[config.mk]
export PLATFORM = sky130hd
export DESIGN_NAME = uart_frame_core_flat
export DESIGN_NICKNAME = d
export VERILOG_FILES = /design/src/rtl/uart_frame_core_pkg.sv /design/src/rtl/uart_frame_core_if.sv /design/src/rtl/uart_frame_core_sync_fifo.sv /design/src/rtl/uart_frame_core.sv /design/src/flat_wrapper.sv
export SDC_FILE = /design/constraint.sdc
export NUM_CORES = 1
export LEC_CHECK = 0
export ABC_AREA = 1
export BUFFER_PORTS_ARGS = -buffer_cell sky130_fd_sc_hd__buf_2
export CAP_MARGIN = 20
export CORE_UTILIZATION = 35
export CTS_CLUSTER_DIAMETER = 30
export DETAILED_ROUTE_END_ITERATION = 12
export SKIP_CTS_REPAIR_TIMING = 1
export SLEW_MARGIN = 20
export SYNTH_ARGS = -nofsm -noshare
export SYNTH_HDL_FRONTEND = slang
export SYNTH_SLANG_ARGS = --single-unit
[constraint.sdc]
create_clock -name aclk -period 5.8 [get_ports aclk]
set_input_delay 1.45 -clock aclk [delete_from_list [all_inputs] [get_ports aclk]]
set_output_delay 1.45 -clock aclk [all_outputs]
set_load 0.02 [all_outputs]
[src/rtl/uart_frame_core_pkg.sv]
// Shared types, state encodings and RX flag positions for the UART frame engine.
package uart_frame_core_pkg;

    typedef enum logic [1:0] {
        PAR_NONE = 2'd0,
        PAR_EVEN = 2'd1,
        PAR_ODD  = 2'd2
    } parity_e;

    localparam logic [2:0] StIdle   = 3'd0;
    localparam logic [2:0] StStart  = 3'd1;
    localparam logic [2:0] StData   = 3'd2;
    localparam logic [2:0] StParity = 3'd3;
    localparam logic [2:0] StStop   = 3'd4;

    localparam int unsigned RxWidth  = 11;
    localparam int unsigned FlagPerr = 8;
    localparam int unsigned FlagFerr = 9;
    localparam int unsigned FlagBrk  = 10;

    function automatic parity_e decode_parity(input logic [1:0] code);
        case (code)
            2'd1:    return PAR_EVEN;
            2'd2:    return PAR_ODD;
            default: return PAR_NONE;
        endcase
    endfunction

    function automatic logic [7:0] data_mask(input logic [1:0] dbits);
        case (dbits)
            2'd0:    return 8'h1f;
            2'd1:    return 8'h3f;
            2'd2:    return 8'h7f;
            default: return 8'hff;
        endcase
    endfunction

endpackage

[src/rtl/uart_frame_core_if.sv]
// Byte-stream handshakes between the register shell (master) and the UART core (slave).
interface uart_frame_core_if;
    logic [7:0]  tx_tdata;
    logic        tx_tvalid;
    logic        tx_tready;
    logic [10:0] rx_tdata;
    logic        rx_tvalid;
    logic        rx_tready;

    modport master (output tx_tdata, tx_tvalid, rx_tready,
                    input  tx_tready, rx_tdata, rx_tvalid);
    modport slave  (input  tx_tdata, tx_tvalid, rx_tready,
                    output tx_tready, rx_tdata, rx_tvalid);
endinterface

[src/rtl/uart_frame_core_sync_fifo.sv]
// Synchronous FIFO with occupancy output; a pop frees space for a same-cycle push when full.
module uart_frame_core_sync_fifo #(
    parameter int unsigned WIDTH = 11,
    parameter int unsigned DEPTH = 16
) (
    input  logic                   clk_i,
    input  logic                   rst_i,
    input  logic                   push_i,
    input  logic [WIDTH-1:0]       wdata_i,
    input  logic                   pop_i,
    output logic [WIDTH-1:0]       rdata_o,
    output logic                   full_o,
    output logic                   empty_o,
    output logic [$clog2(DEPTH):0] level_o
);
    localparam int unsigned AW = $clog2(DEPTH);

    logic [WIDTH-1:0] mem_q [DEPTH];
    logic [AW-1:0]    wptr_q, rptr_q;
    logic [AW:0]      level_q;
    logic             do_push, do_pop;

    assign empty_o = (level_q == '0);
    assign full_o  = (level_q == (AW+1)'(DEPTH));
    assign do_pop  = pop_i & ~empty_o;
    assign do_push = push_i & (~full_o | do_pop);
    assign rdata_o = mem_q[rptr_q];
    assign level_o = level_q;

    always_ff @(posedge clk_i) begin
        if (do_push) mem_q[wptr_q] <= wdata_i;
    end

    always_ff @(posedge clk_i) begin
        if (rst_i) begin
            wptr_q  <= '0;
            rptr_q  <= '0;
            level_q <= '0;
        end else begin
            if (do_push) wptr_q <= wptr_q + AW'(1);
            if (do_pop)  rptr_q <= rptr_q + AW'(1);
            case ({do_push, do_pop})
                2'b10:   level_q <= level_q + (AW+1)'(1);
                2'b01:   level_q <= level_q - (AW+1)'(1);
                default: level_q <= level_q;
            endcase
        end
    end
endmodule

[src/rtl/uart_frame_core.sv]
// UART TX/RX engine: runtime frame format, 16x oversampling, RX FIFO with error tags, RTS/CTS.
module uart_frame_core
    import uart_frame_core_pkg::*;
#(
    parameter int unsigned RX_DEPTH   = 16,
    parameter int unsigned RTS_MARGIN = 4,
    parameter int unsigned OVERSAMPLE = 16
) (
    input  logic                      aclk,
    input  logic                      areset,
    input  logic [15:0]               cfg_div,
    input  logic [1:0]                cfg_dbits,
    input  logic [1:0]                cfg_parity,
    input  logic                      cfg_stop2,
    input  logic                      cfg_flow_en,
    uart_frame_core_if.slave          bus,
    output logic [$clog2(RX_DEPTH):0] rx_level,
    output logic                      rx_overrun,
    input  logic                      ovr_clr,
    output logic                      tx_busy,
    output logic                      uart_tx,
    input  logic                      uart_rx,
    output logic                      uart_rts_n,
    input  logic                      uart_cts_n
);
    localparam int unsigned CntW = $clog2(OVERSAMPLE);
    localparam int unsigned LvlW = $clog2(RX_DEPTH) + 1;
    localparam logic [CntW-1:0] CntLast = CntW'(OVERSAMPLE - 1);
    localparam logic [CntW-1:0] CntMid  = CntW'(OVERSAMPLE / 2 - 1);

    logic [15:0] tick_cnt_q, tick_cnt_d;
    logic        tick;
    logic [1:0]  rx_sync_q, cts_sync_q;
    logic        rx_prev_q, rx_s, cts_s;

    logic [2:0]      tx_st_q, tx_st_d, tx_bit_q, tx_bit_d, tx_last_q, tx_last_d;
    logic [CntW-1:0] tx_cnt_q, tx_cnt_d;
    logic [7:0]      tx_data_q, tx_data_d, hold_q;
    logic            tx_par_q, tx_par_d, tx_paren_q, tx_paren_d, tx_stop2_q, tx_stop2_d;
    logic            hold_full_q, tx_q, tx_line, tx_accept, tx_bit_end, tx_load, tx_frame_done;
    logic [7:0]      load_data;
    parity_e         load_par;

    logic [2:0]      rx_st_q, rx_st_d, rx_bit_q, rx_bit_d, rx_last_q, rx_last_d;
    logic [CntW-1:0] rx_cnt_q, rx_cnt_d;
    logic [7:0]      rx_data_q, rx_data_d;
    parity_e         rx_par_q, rx_par_d;
    logic            rx_pbit_q, rx_pbit_d, rx_sample, rx_bit_end, rx_push;
    logic            perr, ferr, brk, fifo_full, fifo_empty, rx_pop, ovr_q, rts_q;
    logic [RxWidth-1:0] rx_word, fifo_rdata;

    assign tick       = (tick_cnt_q == '0);
    assign tick_cnt_d = tick ? ((cfg_div == '0) ? 16'd0 : cfg_div - 16'd1) : tick_cnt_q - 16'd1;
    assign rx_s       = rx_sync_q[1];
    assign cts_s      = cts_sync_q[1];

    // ---------------- Transmit ----------------
    assign tx_accept     = bus.tx_tvalid & ~hold_full_q;
    assign tx_bit_end    = tick & (tx_cnt_q == CntLast) & (tx_st_q != StIdle);
    assign tx_frame_done = (tx_st_q == StStop) & tx_bit_end & (~tx_stop2_q | tx_bit_q[0]);
    // CTS only gates the start of a frame; a frame in flight always completes.
    assign tx_load   = tick & hold_full_q & (~cfg_flow_en | ~cts_s) &
                       ((tx_st_q == StIdle) | tx_frame_done);
    assign load_data = hold_q & data_mask(cfg_dbits);
    assign load_par  = decode_parity(cfg_parity);

    always_comb begin
        tx_st_d    = tx_st_q;
        tx_cnt_d   = tx_cnt_q;
        tx_bit_d   = tx_bit_q;
        tx_data_d  = tx_data_q;
        tx_par_d   = tx_par_q;
        tx_last_d  = tx_last_q;
        tx_paren_d = tx_paren_q;
        tx_stop2_d = tx_stop2_q;
        if (tick && tx_st_q != StIdle) tx_cnt_d = tx_cnt_q + CntW'(1);
        if (tx_bit_end) begin
            case (tx_st_q)
                StStart:  begin tx_st_d = StData; tx_bit_d = '0; end
                StData: begin
                    if (tx_bit_q == tx_last_q) begin
                        tx_st_d  = tx_paren_q ? StParity : StStop;
                        tx_bit_d = '0;
                    end else begin
                        tx_bit_d = tx_bit_q + 3'd1;
                    end
                end
                StParity: begin tx_st_d = StStop; tx_bit_d = '0; end
                default: begin
                    if (tx_frame_done) tx_st_d = StIdle;
                    else               tx_bit_d = 3'd1;
                end
            endcase
        end
        if (tx_load) begin
            tx_st_d    = StStart;
            tx_cnt_d   = '0;
            tx_bit_d   = '0;
            tx_data_d  = load_data;
            tx_last_d  = {1'b1, cfg_dbits};
            tx_paren_d = (load_par != PAR_NONE);
            tx_par_d   = (load_par == PAR_ODD) ? ~^load_data : ^load_data;
            tx_stop2_d = cfg_stop2;
        end
    end

    always_comb begin
        case (tx_st_q)
            StStart:  tx_line = 1'b0;
            StData:   tx_line = tx_data_q[tx_bit_q];
            StParity: tx_line = tx_par_q;
            default:  tx_line = 1'b1;
        endcase
    end

    // ---------------- Receive ----------------
    assign rx_sample  = tick & (rx_cnt_q == CntMid);
    assign rx_bit_end = tick & (rx_cnt_q == CntLast);
    assign rx_push    = (rx_st_q == StStop) & rx_sample;
    assign perr = ((rx_par_q == PAR_EVEN) & (^rx_data_q != rx_pbit_q)) |
                  ((rx_par_q == PAR_ODD) & (~^rx_data_q != rx_pbit_q));
    assign ferr = ~rx_s;
    assign brk  = (rx_data_q == '0) & ((rx_par_q == PAR_NONE) | ~rx_pbit_q) & ~rx_s;

    always_comb begin
        rx_word           = '0;
        rx_word[7:0]      = rx_data_q;
        rx_word[FlagPerr] = perr;
        rx_word[FlagFerr] = ferr;
        rx_word[FlagBrk]  = brk;
    end

    always_comb begin
        rx_st_d   = rx_st_q;
        rx_cnt_d  = rx_cnt_q;
        rx_bit_d  = rx_bit_q;
        rx_data_d = rx_data_q;
        rx_par_d  = rx_par_q;
        rx_last_d = rx_last_q;
        rx_pbit_d = rx_pbit_q;
        if (rx_st_q == StIdle) begin
            // Edge-triggered start: a line still low after a break cannot re-trigger.
            if (rx_prev_q && !rx_s) begin
                rx_st_d   = StStart;
                rx_cnt_d  = '0;
                rx_bit_d  = '0;
                rx_data_d = '0;
                rx_pbit_d = 1'b0;
                rx_par_d  = decode_parity(cfg_parity);
                rx_last_d = {1'b1, cfg_dbits};
            end
        end else begin
            if (tick) rx_cnt_d = rx_cnt_q + CntW'(1);
            case (rx_st_q)
                StStart: begin
                    if (rx_sample && rx_s) rx_st_d = StIdle;
                    else if (rx_bit_end)   rx_st_d = StData;
                end
                StData: begin
                    if (rx_sample) rx_data_d[rx_bit_q] = rx_s;
                    if (rx_bit_end) begin
                        if (rx_bit_q == rx_last_q)
                            rx_st_d = (rx_par_q == PAR_NONE) ? StStop : StParity;
                        else
                            rx_bit_d = rx_bit_q + 3'd1;
                    end
                end
                StParity: begin
                    if (rx_sample)  rx_pbit_d = rx_s;
                    if (rx_bit_end) rx_st_d = StStop;
                end
                default: if (rx_sample) rx_st_d = StIdle;
            endcase
        end
    end

    assign rx_pop = ~fifo_empty & bus.rx_tready;

    uart_frame_core_sync_fifo #(
        .WIDTH (RxWidth),
        .DEPTH (RX_DEPTH)
    ) u_rx_fifo (
        .clk_i   (aclk),
        .rst_i   (areset),
        .push_i  (rx_push),
        .wdata_i (rx_word),
        .pop_i   (bus.rx_tready),
        .rdata_o (fifo_rdata),
        .full_o  (fifo_full),
        .empty_o (fifo_empty),
        .level_o (rx_level)
    );

    always_ff @(posedge aclk) begin
        if (areset) begin
            tick_cnt_q  <= '0;
            rx_sync_q   <= '1;
            cts_sync_q  <= '1;
            rx_prev_q   <= 1'b1;
            tx_st_q     <= StIdle;
            tx_cnt_q    <= '0;
            tx_bit_q    <= '0;
            tx_data_q   <= '0;
            tx_par_q    <= 1'b0;
            tx_last_q   <= '0;
            tx_paren_q  <= 1'b0;
            tx_stop2_q  <= 1'b0;
            hold_q      <= '0;
            hold_full_q <= 1'b0;
            tx_q        <= 1'b1;
            rx_st_q     <= StIdle;
            rx_cnt_q    <= '0;
            rx_bit_q    <= '0;
            rx_data_q   <= '0;
            rx_par_q    <= PAR_NONE;
            rx_last_q   <= '0;
            rx_pbit_q   <= 1'b0;
            ovr_q       <= 1'b0;
            rts_q       <= 1'b1;
        end else begin
            tick_cnt_q  <= tick_cnt_d;
            rx_sync_q   <= {rx_sync_q[0], uart_rx};
            cts_sync_q  <= {cts_sync_q[0], uart_cts_n};
            rx_prev_q   <= rx_s;
            tx_st_q     <= tx_st_d;
            tx_cnt_q    <= tx_cnt_d;
            tx_bit_q    <= tx_bit_d;
            tx_data_q   <= tx_data_d;
            tx_par_q    <= tx_par_d;
            tx_last_q   <= tx_last_d;
            tx_paren_q  <= tx_paren_d;
            tx_stop2_q  <= tx_stop2_d;
            if (tx_accept) hold_q <= bus.tx_tdata;
            hold_full_q <= tx_accept | (hold_full_q & ~tx_load);
            tx_q        <= tx_line;
            rx_st_q     <= rx_st_d;
            rx_cnt_q    <= rx_cnt_d;
            rx_bit_q    <= rx_bit_d;
            rx_data_q   <= rx_data_d;
            rx_par_q    <= rx_par_d;
            rx_last_q   <= rx_last_d;
            rx_pbit_q   <= rx_pbit_d;
            ovr_q       <= ~ovr_clr & (ovr_q | (rx_push & fifo_full & ~rx_pop));
            rts_q       <= cfg_flow_en & (rx_level >= LvlW'(RX_DEPTH - RTS_MARGIN));
        end
    end

    assign bus.tx_tready = ~hold_full_q;
    assign bus.rx_tvalid = ~fifo_empty;
    assign bus.rx_tdata  = fifo_rdata;
    assign rx_overrun    = ovr_q;
    assign tx_busy       = hold_full_q | (tx_st_q != StIdle);
    assign uart_tx       = tx_q;
    assign uart_rts_n    = rts_q;
endmodule

[src/flat_wrapper.sv]
// flat-port wrapper written by rule: the top's interface ports become plain ports
module uart_frame_core_flat import uart_frame_core_pkg::*;
#(
    parameter int unsigned RX_DEPTH   = 16,
    parameter int unsigned RTS_MARGIN = 4,
    parameter int unsigned OVERSAMPLE = 16
)
  (aclk, areset, cfg_div, cfg_dbits, cfg_parity, cfg_stop2, cfg_flow_en, rx_level, rx_overrun, ovr_clr, tx_busy, uart_tx, uart_rx, uart_rts_n, uart_cts_n, bus_tx_tdata, bus_tx_tvalid, bus_rx_tready, bus_tx_tready, bus_rx_tdata, bus_rx_tvalid);
  uart_frame_core_if bus_i ();
  input  logic aclk;
  input  logic areset;
  input  logic [15:0] cfg_div;
  input  logic [1:0] cfg_dbits;
  input  logic [1:0] cfg_parity;
  input  logic cfg_stop2;
  input  logic cfg_flow_en;
  output logic [$clog2(RX_DEPTH):0] rx_level;
  output logic rx_overrun;
  input  logic ovr_clr;
  output logic tx_busy;
  output logic uart_tx;
  input  logic uart_rx;
  output logic uart_rts_n;
  input  logic uart_cts_n;
  input wire logic [$bits(bus_i.tx_tdata)-1:0] bus_tx_tdata;
  input wire logic [$bits(bus_i.tx_tvalid)-1:0] bus_tx_tvalid;
  input wire logic [$bits(bus_i.rx_tready)-1:0] bus_rx_tready;
  output wire logic [$bits(bus_i.tx_tready)-1:0] bus_tx_tready;
  output wire logic [$bits(bus_i.rx_tdata)-1:0] bus_rx_tdata;
  output wire logic [$bits(bus_i.rx_tvalid)-1:0] bus_rx_tvalid;
  assign bus_i.tx_tdata = bus_tx_tdata;
  assign bus_i.tx_tvalid = bus_tx_tvalid;
  assign bus_i.rx_tready = bus_rx_tready;
  assign bus_tx_tready = bus_i.tx_tready;
  assign bus_rx_tdata = bus_i.rx_tdata;
  assign bus_rx_tvalid = bus_i.rx_tvalid;
  uart_frame_core #(.RX_DEPTH(RX_DEPTH), .RTS_MARGIN(RTS_MARGIN), .OVERSAMPLE(OVERSAMPLE)) u_core (.aclk(aclk), .areset(areset), .cfg_div(cfg_div), .cfg_dbits(cfg_dbits), .cfg_parity(cfg_parity), .cfg_stop2(cfg_stop2), .cfg_flow_en(cfg_flow_en), .bus(bus_i), .rx_level(rx_level), .rx_overrun(rx_overrun), .ovr_clr(ovr_clr), .tx_busy(tx_busy), .uart_tx(uart_tx), .uart_rx(uart_rx), .uart_rts_n(uart_rts_n), .uart_cts_n(uart_cts_n));
endmodule
==> results.cfg <==
[final_layout]
regArea_um2 = 7250
final_cells = 1812
drive_gt1_share_pct = 15.0
multi_input_area_um2 = 4360
n_antenna_cell = 0
final_nets = 1368
area_delta_synth_final_pct = 21.5
fillers = 3292

[synth]
yosys.area.top_type_share_pct = 42.9
yosys_register_bits = 274
synth-edff-count = 176
syn_avg_cell_area_um2 = 9.95
synth_cells = 1237
synthTopCellsByArea = edfxtp_1, dfxtp_1, nand2_1
syn-num-nets = 1294
synth.most_common_cell = edfxtp_1
seq_area_frac_synth_pct = 58.9
synth_top_cell_by_area = edfxtp_1
synth-async-reset-ratio_pct = 0
ys_types = 43
synthTopCellsByCount = edfxtp_1, nand2_1, inv_1
syn_area_um2 = 12300
yosysWarnings = 0
ys.flop_type = edfxtp_1

[grt]
grt_max_degree = 67
grt_pass1_vias = 8408
use_met3_pct = 3.13
overflow = 0
antenna_found_initial = 0
grt.busiest_layer = met2
met2_usage_pct = 25.8
grt_use_total_pct = 16.4
met1_usage_pct = 23.0
grt_first_pass_wirelength_um = 45900

[placement]
dp.cells = 1710
io_buffers = 58
dp_hpwl_um = 19100
place.gp.congestion = 0.857

[pwr]
powerDensity_nw_per_um2 = 479
p_leak_nw = 5.71
power_mw = 7.17
irDropWorstVdd_mv = 0.238

[critical_path]
endpoint = bus_rx_tdata[3]
start_kind = flop
slowest_stage = dfxtp_4
rr_worst_depth = 10
reg2reg_to = u_core.u_rx_fifo.mem_q[4][7]
cp.depth = 7
slowest_delay_ps = 900
critPathMaxFanout = 66
cp_cell_sequence = buf_4, a21oi_1, o21ai_0, o21ai_0, o211ai_1, nand2_1, buf_2
rrSetupSlack_ps = 2590
crit_family = flip-flops
worst_ep_arrival_time_ps = 2850
cp-end-kind = output pin
cp_num_buf_inv = 2
crit_top_cell = o21ai_0
critPathRequiredTime_ps = 4350
critical_path_class = flop to output pin
rr_startpoint = u_core.tick_cnt_q[0]

[route]
drt-initial-drc-count = 779
viasPerCell = 4.87
first_pass_iters = 5
ant_nets = 0
finalWirelength_um = 29100
wl_per_cell_um = 16.1
vias = 8823
drc = 0

[timing]
clock_skew_ps = 36.1
finalCritPeriodShare_pct = 74.1
worstMarginPinSlew_ps = 1070
relSlewSlack_pct = 28.3
grt_setup_unrepaired = no
fmax_mhz = 233
period_minus_slack_ps = 4300
hold_viol = 0
fin_tns_setup_ps = 0
drv_slew = 0
setup_violations = 0

[clocking]
cts_sinks = 274
h-tree-depth = 2
cts_buffers = 54
clk_pin_slew_ps = 40
cts-root-buf = clkbuf_16
cts_tree = done
clockBufferDepth = 3
clk_latency_ps = 580

[die]
die_area_um2 = 35900
core_um2 = 34500
pin_count = 59
rows = 68
fp.dieH_um = 190
die_w_um = 190
initial_utilization_pct = 35.6

[flow_run]
cap_viol_max_count = 0

[min_path]
hold_class = flop to flop

[status]
status = finished, final reports clean
-- per-layer routing --
metal	part of all wire [%]	wire, µm
met3	5.6	1640
met4	2.0	581
met1	47	13800
met5	0	0
met2	45	13100
-- per-stage QoR --
stage | cell area (µm²) | setup slack [ps] | utilization, % | hold WS, ps
global placement | 13000 | 1830 | 37.7 | 395
global route | 15000 | 1290 | 43.3 | 417
finish | 15000 | 1500 | 43.3 | 404
detailed placement | 13100 | 1690 | 37.8 | 397
floorplan | 12300 | 2750 | - | 389
CTS | 14900 | 1100 | 43.3 | 407
-- flip-flops by register name, summed over array words and instances, names as in the netlist, 2 cells and up, named ones only --
name / cells
u_core.tx_st_q: 3
u_core.tx_last_q: 3
u_core.rx_sync_q: 2
u_core.rx_cnt_q: 4
u_core.rx_bit_q: 3
u_core.u_rx_fifo.level_o: 5
u_core.rx_last_q: 3
u_core.tx_bit_q: 3
u_core.rx_data_q: 8
u_core.tx_data_q: 8
u_core.u_rx_fifo.wptr_q: 4
u_core.cts_sync_q: 2
u_core.u_rx_fifo.rptr_q: 4
u_core.rx_st_q: 3
u_core.tick_cnt_q: 16
u_core.hold_q: 8
u_core.u_rx_fifo.mem_q: 176
u_core.rx_par_q: 2
u_core.tx_cnt_q: 4
-- cell type report --
type	count	area share, %
Clock buffer	73	10.2
Clock inverter	29	2.43
Inverter	141	3.54
Multi-Input combinational cell	773	29.1
Sequential cell	274	48.5
Tap cell	455	3.81
Timing Repair Buffer	67	2.42
-- worst min path at each step --
| stage | end | startpoint | cells after the start | slack [ps] |
|---|---|---|---|---|
| final | u_core.rx_sync_q[1] | u_core.rx_sync_q[0] | 1 | 400 |
| after global routing | u_core.rx_sync_q[1] | u_core.rx_sync_q[0] | 1 | 420 |
| after CTS | u_core.rx_sync_q[1] | u_core.rx_sync_q[0] | 1 | 410 |
| after detailed placement | u_core.rx_sync_q[1] | u_core.rx_sync_q[0] | 1 | 400 |
| after global placement | u_core.rx_sync_q[1] | u_core.rx_sync_q[0] | 1 | 400 |
| after floorplan | u_core.cts_sync_q[1] | u_core.cts_sync_q[0] | 1 | 390 |
-- placed cells by master, fill, tap and decap left out, types with 44 or more instances in the layout --
cell type / instances
clkbuf_16: 54
buf_2: 58
mux2i_1: 44
nand3_1: 44
dfxtp_1: 95
a21oi_1: 110
nand2_1: 151
inv_1: 134
edfxtp_1: 176
o21ai_0: 100
o211ai_1: 53
nor2_1: 120
-- where the power goes --
part	switching (mW)	internal [mW]	leakage (nW)
combinational	1.08	0.563	2.36
sequential	0.175	2.22	2.44
clock	1.03	2.11	0.920
-- logic make-up after synthesis --
family / count (synthesis) / share of synthesized area (%)
xor gates and xnor gates: 44 / 3.13
and+or+nand+nor: 386 / 13.6
muxes: 44 / 3.58
adders and majority gates: 20 / 2.03
AOI/OAI and AO/OA: 279 / 12.8
DFF: 274 / 58.9
buffers and inverters: 190 / 5.95
(Power assumes the default switching activity.)
